<file path="config.mk">
export PLATFORM = sky130hd
export DESIGN_NAME = fifo_sum_n
export DESIGN_NICKNAME = d
export VERILOG_FILES = /design/src/rtl/fifo_sum_n.sv
export SDC_FILE = /design/constraint.sdc
export NUM_CORES = 1
export LEC_CHECK = 0
export CAP_MARGIN = 20
export CORE_MARGIN = 2
export CORE_UTILIZATION = 40
export CTS_BUF_LIST = sky130_fd_sc_hd__clkbuf_8
export CTS_CLUSTER_SIZE = 20
export DETAILED_ROUTE_END_ITERATION = 10
export PLACE_DENSITY = 0.77
export RECOVER_POWER = 100
export SETUP_SLACK_MARGIN = 0.4
export SYNTH_ARGS = -nofsm -noshare
export SYNTH_HDL_FRONTEND = slang
export SYNTH_SLANG_ARGS = --single-unit
</file>
<file path="constraint.sdc">
create_clock -name clock -period 1.4 [get_ports clock]
set_clock_uncertainty 0.15 [all_clocks]
set_input_delay 0.28 -clock clock [delete_from_list [all_inputs] [get_ports clock]]
set_output_delay 0.28 -clock clock [all_outputs]
set_load 0.01 [all_outputs]
</file>
<file path="src/rtl/fifo_sum_n.sv">
// N-input FIFO-to-FIFO signed combiner: one sample per channel per result,
// per-channel add/subtract, arithmetic scale-down, then saturate or wrap.
module fifo_sum_n #(
  parameter int unsigned       NUM_IN     = 2,
  parameter int unsigned       DATA_WIDTH = 32,
  parameter logic [NUM_IN-1:0] SUB_MASK   = '0,
  parameter int unsigned       OUT_SHIFT  = 0,
  parameter bit                SATURATE   = 1'b0
) (
  input  logic                           clock,
  input  logic                           reset,
  output logic [NUM_IN-1:0]              in_rd_en,
  input  logic [NUM_IN-1:0]              in_empty,
  input  logic [NUM_IN*DATA_WIDTH-1:0]   in_dout,
  output logic                           out_wr_en,
  input  logic                           out_full,
  output logic [DATA_WIDTH-1:0]          out_din,
  output logic                           sat_pulse
);

  // Extra headroom bit keeps negation of the most negative sample exact.
  localparam int unsigned EW = DATA_WIDTH + $clog2(NUM_IN) + 1;

  if (NUM_IN < 2 || NUM_IN > 8) begin : g_bad_num_in
    $error("fifo_sum_n: NUM_IN must be in 2..8");
  end
  if (OUT_SHIFT > 8) begin : g_bad_out_shift
    $error("fifo_sum_n: OUT_SHIFT must be in 0..8");
  end

  logic                   out_valid;
  logic [DATA_WIDTH-1:0]  result;
  logic [DATA_WIDTH-1:0]  next_result;
  logic                   clamp;
  logic                   drain;
  logic                   accept;
  logic signed [EW-1:0]   term;
  logic signed [EW-1:0]   sum;
  logic signed [EW-1:0]   shifted;
  logic signed [EW-1:0]   max_v;
  logic signed [EW-1:0]   min_v;

  assign max_v = {{(EW-DATA_WIDTH+1){1'b0}}, {(DATA_WIDTH-1){1'b1}}};
  assign min_v = {{(EW-DATA_WIDTH+1){1'b1}}, {(DATA_WIDTH-1){1'b0}}};

  always_comb begin
    sum  = '0;
    term = '0;
    for (int unsigned i = 0; i < NUM_IN; i++) begin
      term = {{(EW-DATA_WIDTH){in_dout[i*DATA_WIDTH+DATA_WIDTH-1]}},
              in_dout[i*DATA_WIDTH +: DATA_WIDTH]};
      if (SUB_MASK[i]) sum = sum - term;
      else             sum = sum + term;
    end
    shifted     = sum >>> OUT_SHIFT;
    next_result = shifted[DATA_WIDTH-1:0];
    clamp       = 1'b0;
    if (SATURATE) begin
      if (shifted > max_v) begin
        next_result = {1'b0, {(DATA_WIDTH-1){1'b1}}};
        clamp       = 1'b1;
      end else if (shifted < min_v) begin
        next_result = {1'b1, {(DATA_WIDTH-1){1'b0}}};
        clamp       = 1'b1;
      end
    end
  end

  assign drain     = out_valid & ~out_full;
  assign accept    = (&(~in_empty)) & (~out_valid | drain) & ~reset;
  assign in_rd_en  = {NUM_IN{accept}};
  assign out_wr_en = drain;
  assign out_din   = result;

  always_ff @(posedge clock or posedge reset) begin
    if (reset) begin
      out_valid <= 1'b0;
      result    <= '0;
      sat_pulse <= 1'b0;
    end else begin
      sat_pulse <= 1'b0;
      if (accept) begin
        result    <= next_result;
        out_valid <= 1'b1;
        sat_pulse <= clamp;
      end else if (drain) begin
        out_valid <= 1'b0;
      end
    end
  end

endmodule
</file>
==> results by group <==
Layout
  – Area Overhead vs Synth: 105%
  – Antenna Cells: 0
  – Share of layout cells above drive strength 1: 48.2%
  – Commonest non-fill, non-tap cells in the layout: buf_4, nand2_1, dfrtp_1, clkbuf_1, buf_6
  – Commonest non-fill, non-tap cell in the layout: buf_4
  – Nets@finish: a little under 700
  – Final Instance Count excl. Fillers: between 600 and 700

STA
  – Pins Over Slew Limit: 0
  – Period utilisation layout: 177%
  – Minimum clock period: about 2.5 ns
  – Final Hold Vio Count: 0
  – FMAX: slightly above 400 MHz
  – Max-slew headroom: a little under half
  – RSZ-0062 raised after global routing: true
  – Final WS setup: -1.08 ns
  – Final hold slack: between 0.1 and 0.15 ns
  – Setup violators final: 32
  – Worst-Margin Slew: a little over 0.8 ns
  – Final TNS setup: -22.13 ns

Worst setup path
  – Critical path startpoint category: input port
  – FF-to-FF setup slack: -0.34 ns
  – Reg-to-reg endpoint: out_din[17]$_DFFE_PP0P_
  – R2R depth: 6
  – CP max stage delay: roughly 0.41 ns
  – Crit path capture type: flip-flop
  – Worst path required time: approximately 1.5 ns
  – CP Max Fanout: 4
  – Worst path cell trace: clkdlybuf4s50_1 > ha_1 > buf_4 > a21o_1 > a21o_1 > a21oi_2 > nor2b_1 > o21bai_1 > o211ai_1 > xnor2_1 > o21ai_0
  – CP arrival: roughly 2.5 ns
  – Reg2reg start: out_valid$_DFFE_PP0P_
  – Critical setup path kind: in2reg
  – Crit-path slowest cell: clkdlybuf4s50_1
  – Most frequent CP cell: a21o_1

Synth
  – Unique masters post-synth: between 40 and 50
  – Syn Std Cell Area: roughly 2800 sq um
  – Post-synthesis compound-gate area fraction: 28.4%
  – Post-synthesis adder-cell area fraction: between 10% and 20%
  – Post-synth EDFFs: 0
  – Register area share after synthesis: between 20 and 30%
  – Post-synthesis register bit count: 33
  – Yosys warnings: 0
  – Syn nets: roughly 440
  – Ranking of synthesized cells by area: dfrtp_1, ha_1, nand2_1
  – Synth top area share: between 20% and 30%
  – Post-Synth XOR/XNOR Area: slightly above 9%
  – Synth Instances: roughly 340
  – Post-synthesis area per instance: 8.17 sq um
  – Post-synthesis simple-gate area fraction: 14.9%
  – Largest family of logic cells by synthesized area: compound AO/OA/AOI/OAI gates
  – Ys async rst share: 100%
  – Leading area contributor after synthesis: dfrtp_1
  – Post-synth top flop: dfrtp_1
  – Mux share of post-synthesis cell area: 0%

Power and ir drop
  – Pwr per Cell Area: roughly 880 nW/um^2
  – NetSw: approximately 2 mW
  – Sw frac: approximately two fifths
  – P_leak: around 2.6 nW
  – Flop pwr share: a little over a quarter
  – Clock share of power: roughly 16%
  – Logic pwr share: ~58%
  – Max IR drop VDD: 0.447 mV
  – Internal Power: between 3 and 4 mW

GRT
  – Pin count of the biggest net entering global routing: 34
  – GR Util met2: between 40% and 50%
  – Global-route wire length before repair: ~16000 um
  – Met1 global-route usage: around 30%
  – Grt met3 use: approximately 3.4%
  – Vias in the first global route: about 3500
  – Grt ovf: 0
  – Initial antenna violation count: 0
  – Total global-route track usage: approximately a quarter
  – Global routing's busiest layer: met2

Clocking
  – H-tree depth: 2
  – Hold-fix buffers, CTS: 0
  – Total CTS buffers: 5
  – CTS clk-pin slew, worst paths: about 0.080 ns
  – Worst skew pair latency: about 0.29 ns
  – CTS tree: done
  – CTS sink count: 33
  – CTS Buffer Depth: 2
  – Clock Tree Root: clkbuf_8

Flow run
  – Max Cap Viol: 0

Floorplan
  – Starting density of the core: 41.3%
  – Io pins: between 100 and 150
  – Core box area: around 6800 sq um
  – Die boundary height: 87.6 um
  – Die X: 87.6 um
  – Die ar.: ~7700 sq um
  – Site row count: 30

Run status
  – Failing checks: setup timing
  – Status: complete, but fails checks

Detailed routing
  – DR iter-0 viols: ~160
  – DRC violations left: 0
  – Via count: 3922
  – Post-route ant nets: 0
  – Number of vias per cell: 5.90
  – Wirelength per Cell: slightly below 20 um
  – Total Wirelength: between 10000 and 15000 um
  – First-pass detailed-route iteration total: 5

Worst hold path
  – HP Class: in2reg
  – Min-Delay Endpoint: out_din[0]$_DFFE_PP0P_
  – Hold depth: 4
  – Hold Startpoint: in_dout[0]

Place
  – Half-perimeter wire length after placement: a little under 7000 um
  – GP Congestion: 0.834
  – Placed Cells: roughly 600
  – # port buffers: ~100
==> timing repair <==
item	CTS	global route
pin swaps	58	72
cloned	0	1
endpoints found under the setup margin	68	68
setup buffers	29	28
gates resized for setup	283	149
==> state kept, by name (all words and copies together), names as in the netlist <==
name	flops
out_valid	1
out_din	32
==> worst max-delay path by stage <==
stage	startpoint	endpoint	slack (ns)
after detailed placement	in_dout[0]	out_din[18]$_DFFE_PP0P_	-1.71
final	in_dout[21]	out_din[28]$_DFFE_PP0P_	-1.08
after global routing	in_dout[32]	out_din[22]$_DFFE_PP0P_	-1.17
after global placement	in_dout[0]	out_din[18]$_DFFE_PP0P_	-1.65
after CTS	in_dout[32]	out_din[18]$_DFFE_PP0P_	-1.02
after floorplan	in_dout[0]	out_din[18]$_DFFE_PP0P_	-1.09
==> per-stage QoR <==
| step | setup slack [ns] | utilization, % | cell area [sq um] | power (mW) |
|---|---|---|---|---|
| floorplan | -1.09 | - | 2920 | 2.33 |
| global placement | -1.65 | 68.7 | 4640 | 3.49 |
| detailed placement | -1.71 | 68.7 | 4640 | 3.55 |
| CTS | -1.02 | 75.7 | 5110 | 4.41 |
| global route | -1.17 | 84.6 | 5720 | 5.27 |
| finish | -1.08 | 84.6 | 5720 | 5.06 |
==> per-layer routing <==
| metal | up-vias | wire (um) |
|---|---|---|
| li1 | 1729 | - |
| met1 | 1859 | 4850 |
| met2 | 247 | 6780 |
| met3 | 87 | 861 |
| met4 | 0 | 724 |
| met5 | - | 0 |
==> final cells by class <==
cell class / count / area (sq um)
multi-input combinational: 288 / 2690
timing repair buffer: 250 / 1990
fill: 354 / 1040
sequential: 33 / 826
tap: 80 / 100
clock buffer: 5 / 68.8
inverter: 6 / 28.8
clock inverter: 3 / 17.5
==> worst max-delay path: cells and delay by family <==
family          cells  cell delay [ns]
compound gates      6             1.13
buf+inv             2             0.57
fa+ha+maj           1             0.32
xor+xnor            1             0.16
simple gates        1             0.07
==> power groups by stage <==
stage	Combinational (mW)	Clock [mW]	Sequential, mW
after floorplan	0.887	0	1.44
after global placement	2.14	0	1.34
after detailed placement	2.19	0	1.35
after CTS	2.34	0.737	1.33
after global routing	3.09	0.811	1.37
final	2.91	0.783	1.36
==> Yosys cell counts (4+ instances only) <==
cell type / instances
a211oi_1: 5
a21o_1: 10
a21oi_1: 34
a31oi_1: 6
clkbuf_1: 10
dfrtp_1: 33
ha_1: 31
inv_1: 5
nand2_1: 60
nand3_1: 5
nand4_1: 7
nor2_1: 13
o211ai_1: 4
o21ai_0: 42
o21bai_1: 7
xnor2_1: 15
xor2_1: 14
==> kinds of logic after synthesis <==
| logic type | after synthesis |
|---|---|
| compound gates | 129 |
| xor+xnor | 29 |
| fa+ha+maj | 32 |
| buf+inv | 21 |
| flops | 33 |
| other cells | 1 |
| simple gates | 97 |
(Power assumes the default switching activity.)
